==> src/rtl/pipe_pkg.sv <==
// Shared definitions for the pipeline stage buffer.
// Holds the default payload width, the all-zero word and NOP register
// address constants, the bit offsets of each field inside a packed stage
// payload, and a helper that validates buffer depths.
package pipe_pkg;

   localparam int PAYLOAD_W_DEF = 112;

   localparam logic [31:0] ZeroWord   = 32'h0000_0000;
   localparam logic [4:0]  NOPRegAddr = 5'b00000;

   // Packed payload layout, LSB first. The top bit is reserved so the
   // total matches PAYLOAD_W_DEF.
   localparam int WD_OFF         = 0;    // 5 bits, destination register
   localparam int WREG_OFF       = 5;    // 1 bit, register write enable
   localparam int WDATA_OFF      = 6;    // 32 bits, register write data
   localparam int HI_OFF         = 38;   // 32 bits
   localparam int LO_OFF         = 70;   // 32 bits
   localparam int WHILO_OFF      = 102;  // 1 bit, hi/lo write enable
   localparam int LLBIT_WE_OFF   = 103;  // 1 bit
   localparam int LLBIT_VAL_OFF  = 104;  // 1 bit
   localparam int CP0_WE_OFF     = 105;  // 1 bit
   localparam int CP0_WADDR_OFF  = 106;  // 5 bits
   localparam int RESERVED_OFF   = 111;  // 1 bit

   // Only power-of-two depths up to 8 keep the pointer wrap trivial.
   function automatic bit depth_is_legal(input int d);
      return (d == 1) || (d == 2) || (d == 4) || (d == 8);
   endfunction

endpackage

==> src/rtl/pipe_stage_mem.sv <==
// Storage array for pipe_stage_buf.
// DEPTH entries of PAYLOAD_W bits, one synchronous write port and one
// asynchronous read port. Contents are never cleared; the owner masks the
// read data when nothing valid is held.
// Ports:
//   clk      clock
//   we       write enable
//   wr_addr  write address
//   wr_data  write data
//   rd_addr  read address
//   rd_data  read data (combinational from rd_addr)
module pipe_stage_mem
   import pipe_pkg::*;
#(
   parameter int PAYLOAD_W = PAYLOAD_W_DEF,
   parameter int DEPTH     = 2,
   parameter int ADDR_W    = 1
) (
   input  logic                 clk,
   input  logic                 we,
   input  logic [ADDR_W-1:0]    wr_addr,
   input  logic [PAYLOAD_W-1:0] wr_data,
   input  logic [ADDR_W-1:0]    rd_addr,
   output logic [PAYLOAD_W-1:0] rd_data
);

   logic [PAYLOAD_W-1:0] mem_reg [DEPTH];

   always_ff @(posedge clk) begin
      if (we) begin
         mem_reg[wr_addr] <= wr_data;
      end
   end

   assign rd_data = mem_reg[rd_addr];

endmodule

==> src/rtl/pipe_stage_buf.sv <==
// Elastic pipeline stage buffer: a small FIFO between two pipeline stages.
// Empty buffer presents an all-zero payload so every downstream write
// enable reads as disabled (a bubble).
// Ports:
//   clk, rst      clock, synchronous active-high reset
//   flush         drop all held and incoming entries
//   in_valid/in_ready/in_data     upstream handshake and payload
//   out_valid/out_ready/out_data  downstream handshake and head payload
//   count         number of entries held
//   stall_cycles  saturating count of cycles the head was held back
module pipe_stage_buf
   import pipe_pkg::*;
#(
   parameter int PAYLOAD_W = PAYLOAD_W_DEF,
   parameter int DEPTH     = 2,
   parameter int CNT_W     = 16
) (
   input  logic                         clk,
   input  logic                         rst,
   input  logic                         flush,
   input  logic                         in_valid,
   output logic                         in_ready,
   input  logic [PAYLOAD_W-1:0]         in_data,
   output logic                         out_valid,
   input  logic                         out_ready,
   output logic [PAYLOAD_W-1:0]         out_data,
   output logic [$clog2(DEPTH+1)-1:0]   count,
   output logic [CNT_W-1:0]             stall_cycles
);

   localparam int CNT_BITS = $clog2(DEPTH + 1);
   // DEPTH=1 still gets a 1-bit pointer that simply never moves.
   localparam int PTR_W    = (DEPTH > 1) ? $clog2(DEPTH) : 1;
   localparam logic [CNT_BITS-1:0] DEPTH_C   = CNT_BITS'(DEPTH);
   localparam logic [PTR_W-1:0]    PTR_LAST  = PTR_W'(DEPTH - 1);
   localparam logic [CNT_W-1:0]    STALL_MAX = '1;

   generate
      if (!depth_is_legal(DEPTH)) begin : g_bad_depth
         $error("pipe_stage_buf: DEPTH must be 1, 2, 4 or 8");
      end
   endgenerate

   logic [CNT_BITS-1:0]  count_reg, count_next;
   logic [PTR_W-1:0]     wr_ptr_reg, wr_ptr_next;
   logic [PTR_W-1:0]     rd_ptr_reg, rd_ptr_next;
   logic [CNT_W-1:0]     stall_reg, stall_next;
   logic [PAYLOAD_W-1:0] rd_data;
   logic                 push;
   logic                 pop;

   function automatic logic [PTR_W-1:0] ptr_inc(input logic [PTR_W-1:0] p);
      return (p == PTR_LAST) ? '0 : p + 1'b1;
   endfunction

   // Handshake readiness depends on registered state only, so there is no
   // combinational path from out_ready back to in_ready.
   assign in_ready  = (count_reg < DEPTH_C);
   assign out_valid = (count_reg != '0);
   assign push      = in_valid && in_ready && !flush;
   assign pop       = out_valid && out_ready && !flush;

   always_comb begin
      count_next  = count_reg;
      wr_ptr_next = wr_ptr_reg;
      rd_ptr_next = rd_ptr_reg;
      stall_next  = stall_reg;

      if (flush) begin
         count_next  = '0;
         wr_ptr_next = '0;
         rd_ptr_next = '0;
      end else begin
         if (push) begin
            wr_ptr_next = ptr_inc(wr_ptr_reg);
         end
         if (pop) begin
            rd_ptr_next = ptr_inc(rd_ptr_reg);
         end
         case ({push, pop})
            2'b10:   count_next = count_reg + 1'b1;
            2'b01:   count_next = count_reg - 1'b1;
            default: count_next = count_reg;
         endcase
      end

      // Counts held-back cycles; flush cycles are not stalls and do not clear it.
      if (out_valid && !out_ready && !flush && (stall_reg != STALL_MAX)) begin
         stall_next = stall_reg + 1'b1;
      end
   end

   always_ff @(posedge clk) begin
      if (rst) begin
         count_reg  <= '0;
         wr_ptr_reg <= '0;
         rd_ptr_reg <= '0;
         stall_reg  <= '0;
      end else begin
         count_reg  <= count_next;
         wr_ptr_reg <= wr_ptr_next;
         rd_ptr_reg <= rd_ptr_next;
         stall_reg  <= stall_next;
      end
   end

   pipe_stage_mem #(
      .PAYLOAD_W (PAYLOAD_W),
      .DEPTH     (DEPTH),
      .ADDR_W    (PTR_W)
   ) u_mem (
      .clk     (clk),
      .we      (push && !rst),
      .wr_addr (wr_ptr_reg),
      .wr_data (in_data),
      .rd_addr (rd_ptr_reg),
      .rd_data (rd_data)
   );

   // Stale array contents never leak out: an empty buffer shows a bubble.
   assign out_data     = out_valid ? rd_data : '0;
   assign count        = count_reg;
   assign stall_cycles = stall_reg;

endmodule

==> config.mk <==
export PLATFORM = sky130hd
export DESIGN_NAME = pipe_stage_buf
export DESIGN_NICKNAME = d
export VERILOG_FILES = /design/src/rtl/pipe_pkg.sv /design/src/rtl/pipe_stage_mem.sv /design/src/rtl/pipe_stage_buf.sv
export SDC_FILE = /design/constraint.sdc
export NUM_CORES = 1
export LEC_CHECK = 0
export ABC_CLOCK_PERIOD_IN_PS = 14100
export BUFFER_PORTS_ARGS = -buffer_cell sky130_fd_sc_hd__buf_4
export CAP_MARGIN = 20
export CORE_AREA = 2 2 138 140
export DETAILED_ROUTE_END_ITERATION = 10
export DIE_AREA = 0 0 140 142
export PLACE_DENSITY = 0.87
export SLEW_MARGIN = 20
export SYNTH_ARGS = -nofsm -noshare
export SYNTH_HDL_FRONTEND = slang
export SYNTH_SLANG_ARGS = --single-unit
==> constraint.sdc <==
create_clock -name clk -period 14.1 [get_ports clk]
set_input_delay 0.705 -clock clk [delete_from_list [all_inputs] [get_ports clk]]
set_output_delay 0.705 -clock clk [all_outputs]
set_load 0.02 [all_outputs]
==> run metrics, run 1 <==
max incr delay on CP 730 ps; power density over cell area 122 mW/mm2; Peak VDD IR 0.000126 V; post-layout minimum cycle time 3290 ps; worst hold stages 1; syn_nets 730; Critical Path Most Common Cell buf_4; GRT Overall Usage 0.192; total CTS buffers 25; CTS tree done; nature of the critical path endpoint output port; IO Pins 249; Seq cells post-synth 245; Worst Tran Pin Value 1080 ps; f_max 304 MHz; Max H-tree Level 1; largest net degree at the start of global routing 104; clock root cell clkbuf_16; layout cell share with drive strength beyond 1 0.345; Cell Rows 50; r2r startpoint count[1]$_SDFFE_PP0P_; Worst-path clk slew 60 ps; core area 0.0185 mm2; first-pass GRT wire length 30400 um; Leak Pwr 0.00448 uW; setup_tns 0 ps; number of synthesized flops with an enable pin 224; Pins Over Slew Limit 0; die area 0.0199 mm2; sequential-to-total area share from yosys stat 0.750; critical path's slowest cell buf_4; DRT antenna net count 0; WP data required 13400 ps; max-cap viol count 0; failing checks DRC; max FFs per register 224; Port Buffers 248; worst skew pair latency 510 ps; CP arrival 2580 ps; CP Buf/Inv Count 2; post_cts resized 0; Initial Utilization 0.517; Gate Count Post-Synth 611; Fill cells 1245; CTS Sinks 245; # DRC 16; worst reg2reg endpoint u_mem.mem_reg[1][60]$_DFFE_PP_; Slew headroom 0.279; post-DP HPWL 12800 um; Syn Area/Cell 15.6 um2; # diodes 0; Hold Buf Count CTS 0; R2R Setup Slk 11910 ps; router iterations before antenna repair 8; CP top delay family buffers and inverters; CP Class register to output port; Layout Skew 14.3 ps; mapped cell area 0.00953 mm2; Hold EP u_mem.mem_reg[0][82]$_DFFE_PP_; placer congestion estimate 0.852; crit path cell chain buf_4 -> mux2i_1 -> nor2_1 -> buf_4; final hold violation count 0; clk buf depth 3; Register Area 0.00715 mm2; Post-Route WL 19800 um; Worst setup SP type register; DR vias 5934; Setup Fix Bufs, Post-CTS 0; fin util 0.674; final net count 982; DR iter-0 viols 476; Worst R2R Path Depth 4; top_reg_cell synth edfxtp_1; RSZ-0062 raised after global routing no; antenna violations before repair 0; Syn-to-layout area delta 30.4%; Routed wire per std cell 17.7 um; GRT overflow 0; fraction of registers with async set/reset 0; die height 142 um; Tcrit/Tclk final 0.233; area of the multi-input gates 0.00225 mm2; Min Hold Slack 374 ps; die width 140 um; Avg Vias per Cell 5.32; worst hold path class primary input to register; final setup fails 0; status finished with violations; HP Start in_data[82]; Synth cell types 36; Worst Path Max Fanout 46; vias in the first global route 5975; Synth warnings 0
-- cell families after synthesis --
kind of cell / share of synthesized area
multiplexers: 0.121
adder cells (fa/ha/maj): 0.00262
buffers and inverters: 0.0165
flip-flops: 0.750
AO/OA/AOI/OAI: 0.0190
XOR/XNOR: 0.00459
AND/OR/NAND/NOR: 0.0865
-- synth_stat cells, drive strengths merged (2+ instances only) --
cell type	number	share of area
xor2	3	0.0028
buf	14	0.0087
o31ai	7	0.0055
a21oi	12	0.0063
nor3	9	0.0047
mux2i	112	0.12
and4	3	0.0028
nor4	4	0.0026
nand4	5	0.0046
inv	3	0.0012
a211oi	2	0.0016
mux2	3	0.0035
o21ai	4	0.0021
edfxtp	224	0.71
xnor2	2	0.0018
nor2	120	0.047
nor2b	3	0.0020
and3	3	0.0020
nand2	11	0.0046
dfxtp	21	0.044
or3	2	0.0013
or4	8	0.0063
ha	2	0.0026
clkbuf	17	0.0067
nand3	9	0.0047
-- worst max path at each step --
stage | from | endpoint | cells past startpoint
final | register | out_data[39] | 4
after global routing | register | out_data[39] | 4
after CTS | register | out_data[18] | 4
after detailed placement | register | out_data[18] | 4
after global placement | register | out_data[18] | 4
after floorplan | rst | u_mem.mem_reg[1][0]$_DFFE_PP_ | 3
-- layout make-up --
class / count / share of cell area
flip-flops and latches: 245 / 0.575
clock inverters: 14 / 0.0102
well taps: 234 / 0.0235
clock buffers: 32 / 0.0532
repair buffers: 256 / 0.156
inverters: 3 / 0.000906
multi-input cells: 332 / 0.181
-- placed cells by master (no fill, tap or decap), types with 2 or more instances in the layout --
| master | synthesis | layout |
|---|---|---|
| buf_4 | 0 | 254 |
| edfxtp_1 | 224 | 224 |
| nor2_1 | 120 | 119 |
| mux2i_1 | 112 | 112 |
| clkbuf_16 | 0 | 25 |
| dfxtp_1 | 21 | 20 |
| a21oi_1 | 12 | 12 |
| nand2_1 | 10 | 10 |
| nand3_1 | 9 | 9 |
| nor3_1 | 9 | 8 |
| or4_1 | 8 | 8 |
| o31ai_1 | 7 | 7 |
| clkbuf_1 | 17 | 6 |
| clkinv_2 | 0 | 6 |
| nor4_1 | 4 | 4 |
| o21ai_0 | 4 | 4 |
| inv_1 | 3 | 3 |
| nand4_1 | 3 | 3 |
| xor2_1 | 3 | 3 |
| and3_1 | 3 | 3 |
| and4_1 | 3 | 3 |
| nor2b_1 | 3 | 3 |
| mux2_2 | 3 | 3 |
| clkinv_1 | 0 | 3 |
| nand4_2 | 2 | 2 |
| or3_1 | 2 | 2 |
| a211oi_1 | 2 | 2 |
| xnor2_1 | 2 | 2 |
| ha_1 | 2 | 2 |
| inv_6 | 0 | 2 |
| bufinv_16 | 0 | 2 |
-- metrics by stage --
step                      instance area [um2]  worst slack, ps  power, uW  std cells
after global routing                    12400            10660       1580       1116
after CTS                               12400            10740       1540       1116
after floorplan                          9530             4090        865        611
after global placement                  11600            10780        910       1069
after detailed placement                11600            11270        914       1070
final                                   12400            10810       1520       1116
-- layer usage --
metal / wire length (um) / GRT usage
met1: 7540 / 0.229
met3: 1690 / 0.0495
met4: 446 / 0.0526
met5: 0 / 0
met2: 10100 / 0.349
-- report_power, final --
part           switching [uW]  total (uW)  internal (uW)
Combinational            46.8        87.8           41.1
Sequential               3.86         810            806
Clock                     256         625            369
Note: power is estimated with default switching activity, not from simulation.
==> run 2, diff against run 1 <==
--- a/config.mk
+++ b/config.mk
@@ -5,13 +5,13 @@
 export SDC_FILE = /design/constraint.sdc
 export NUM_CORES = 1
 export LEC_CHECK = 0
-export ABC_CLOCK_PERIOD_IN_PS = 14100
+export ABC_CLOCK_PERIOD_IN_PS = 3000
 export BUFFER_PORTS_ARGS = -buffer_cell sky130_fd_sc_hd__buf_4
 export CAP_MARGIN = 20
-export CORE_AREA = 2 2 138 140
+export CORE_AREA = 2 2 144 146
 export DETAILED_ROUTE_END_ITERATION = 10
-export DIE_AREA = 0 0 140 142
-export PLACE_DENSITY = 0.87
+export DIE_AREA = 0 0 146 148
+export PLACE_DENSITY = 0.84
 export SLEW_MARGIN = 20
 export SYNTH_ARGS = -nofsm -noshare
 export SYNTH_HDL_FRONTEND = slang
==> constraint.sdc (replaced) <==
create_clock -name clk -period 3 [get_ports clk]
set_input_delay 0.15 -clock clk [delete_from_list [all_inputs] [get_ports clk]]
set_output_delay 0.15 -clock clk [all_outputs]
set_load 0.02 [all_outputs]
==> run 2 against run 1 <==
The flow now finishes without violations. Final area increased by 9.9%. Worst hold slack got worse by 340 ps. Power increased to 4.8 times the previous value. Register-to-register slack got worse by 11000 ps. First-iteration DRC count decreased by 12%. Clock power increased to 4.8 times the previous value. Flip-flop and latch count unchanged. Combinational power increased to 6.4 times the previous value. Sequential power increased to 4.7 times the previous value. Largest cell class unchanged. Highest routed layer unchanged.
==> run metrics, run 2 (synthesized netlist as in run 1, its figures left out) <==
most frequent cells in the layout 254 x buf_4, 224 x edfxtp_1, 118 x nor2_1; clk buf depth 3 (unchanged); Worst-path clk slew 60 ps (about the same); Net Sw Power 1510 uW (+390%); CTS Sinks 245 (unchanged); Peak VDD IR 0.000385 V (+200%); R2R Setup Slk 1020 ps (-10890 ps); status finished clean; CP arrival 2150 ps (-430 ps); fin util 0.682 (+0.00836); Setup Fix Bufs, Post-CTS 0 (unchanged); f_max 435 MHz; Seq pwr share 0.519 (-0.013); die height 148 um (+4.2%); post-DP HPWL 13100 um (+2.9%); nature of the critical path endpoint output port; Port Buffers 248 (unchanged); vias in the first global route 6750 (+13%); commonest non-fill, non-tap cell in the layout buf_4; final net count 1098 (+12%); WP data required 2850 ps (-10550 ps); GRT busiest layer met2; RSZ-0062 raised after global routing no; worst skew pair latency 520 ps (about the same); met1 Track Usage GR 0.251 (+0.0227); Syn-to-layout area delta 43.4%; CTS tree done; Worst setup SP type register; met3 usage 0.0377 (-0.0118); Cell Rows 52 (+4.0%); first-pass GRT wire length 36300 um (+19%); GRT overflow 0 (unchanged); Worst Tran Pin Value 628 ps (-454 ps); Fill cells 1344 (+8.0%); Avg Vias per Cell 5.11 (-3.9%); final instance area 0.0137 mm2 (+9.9%); worst hold path class primary input to register; Tcrit/Tclk final 0.767; Routed wire per std cell 18.7 um (+5.5%); GRT Overall Usage 0.213 (+0.0205); Max H-tree Level 1 (unchanged); Layout Skew 21.2 ps (+6.83 ps); layout cell share with drive strength beyond 1 0.307 (-0.0374); power density over cell area 536 mW/mm2 (+340%); IO Pins 249 (unchanged); Leak Pwr 0.00495 uW (+11%); final setup fails 0 (unchanged); Slew headroom 0.581 (+0.303); CP Class register to output port; # DRC 0 (-16); die area 0.0216 mm2 (+8.7%); Internal Power 5820 uW (+380%); post-layout minimum cycle time 2300 ps; Pins Over Slew Limit 0 (unchanged); antenna violations before repair 0 (unchanged); Combinational Power Share 0.076 (+0.018); Switching Share 0.206 (+0.00530); clock root cell clkbuf_16; Hold Buf Count CTS 114 (+114); DR vias 6468 (+9.0%); die width 146 um (+4.3%); final hold violation count 0 (unchanged); placer congestion estimate 0.858 (+0.67%); largest net degree at the start of global routing 73 (-30%); grt met2 use 0.392 (+0.0430); worst setup margin 699 ps (-10110 ps); max-cap viol count 0 (unchanged); DRT antenna net count 0 (unchanged); core area 0.0200 mm2 (+8.6%); max FFs per register 224 (unchanged); DR iter-0 viols 419 (-12%); Post-DP Area 0.0118 mm2 (+0.96%); total CTS buffers 25 (unchanged); Initial Utilization 0.476 (-0.0408); Clock power frac 0.405 (-0.005); Worst Path Max Fanout 45 (-2.2%); # diodes 0 (unchanged); post_cts resized 0 (unchanged); Post-Route WL 23700 um (+20%); router iterations before antenna repair 4 (-4); pre-CTS setup slack 1090 ps (-10180 ps)
==> run 2: cell count changes in the layout (fill, tap and decap cells not counted), moves of 2 or more <==
cell	previous run	this run
clkbuf_1	6	10
dlygate4sd3_1	0	114
clkinv_2	6	3
buf_12	0	4
clkinv_1	3	0
clkinvlp_4	1	3
inv_6	2	0
==> run 2: per-layer routing <==
| metal | routed length, um | vias up |
|---|---|---|
| met2 | 12700 | 238 |
| met4 | 784 | 0 |
| met3 | 1210 | 49 |
| met1 | 8970 | 3163 |
| li1 | - | 3018 |
| met5 | 0 | - |
==> run 2: through the flow <==
step                      hold WS [ps]  power (uW)  setup TNS, ps  std cells
final                             29.6        7330              0       1266
after CTS                         5.01        7360              0       1266
after global placement             335        4280              0       1108
after global routing              30.8        7560              0       1266
after detailed placement           337        4300              0       1108
after floorplan                    249        4060        -177570        611
==> run 2: final timing paths <==
kind | start | to | cells after the start
min | rst | stall_cycles[3]$_SDFFE_PP0P_ | 2
min reg2reg | stall_cycles[6]$_SDFFE_PP0P_ | stall_cycles[6]$_SDFFE_PP0P_ | 2
max reg2reg | stall_cycles[0]$_SDFFE_PP0P_ | stall_cycles[15]$_SDFFE_PP0P_ | 5
max | register | out_data[9] | 4
==> run 2: area by class of cell <==
| cell class | count | area [um2] | share of cell area |
|---|---|---|---|
| Clock inverter | 8 | 97.6 | 0.00714 |
| Inverter | 3 | 11.3 | 0.000824 |
| Sequential cell | 245 | 7150 | 0.523 |
| Timing Repair Buffer | 372 | 3130 | 0.229 |
| Tap cell | 270 | 338 | 0.0247 |
| Clock buffer | 36 | 677 | 0.0495 |
| Multi-Input combinational cell | 332 | 2260 | 0.166 |
==> run 2: worst max-delay path: stages (launching register included) <==
cell and delay (ps):
dfxtp_4 690, buf_12 350, mux2i_1 350, nor2_1 70, buf_4 170
==> run 2: power groups by stage <==
| stage | Clock [uW] | Sequential [uW] | Combinational [uW] |
|---|---|---|---|
| 6_report | 2970 | 3810 | 558 |
| 5_1_grt | 3150 | 3810 | 595 |
| 4_1_cts | 3000 | 3810 | 549 |
| 3_5_place_dp | 0 | 3880 | 422 |
| 3_3_place_gp | 0 | 3870 | 410 |
| 2_1_floorplan | 0 | 3880 | 180 |
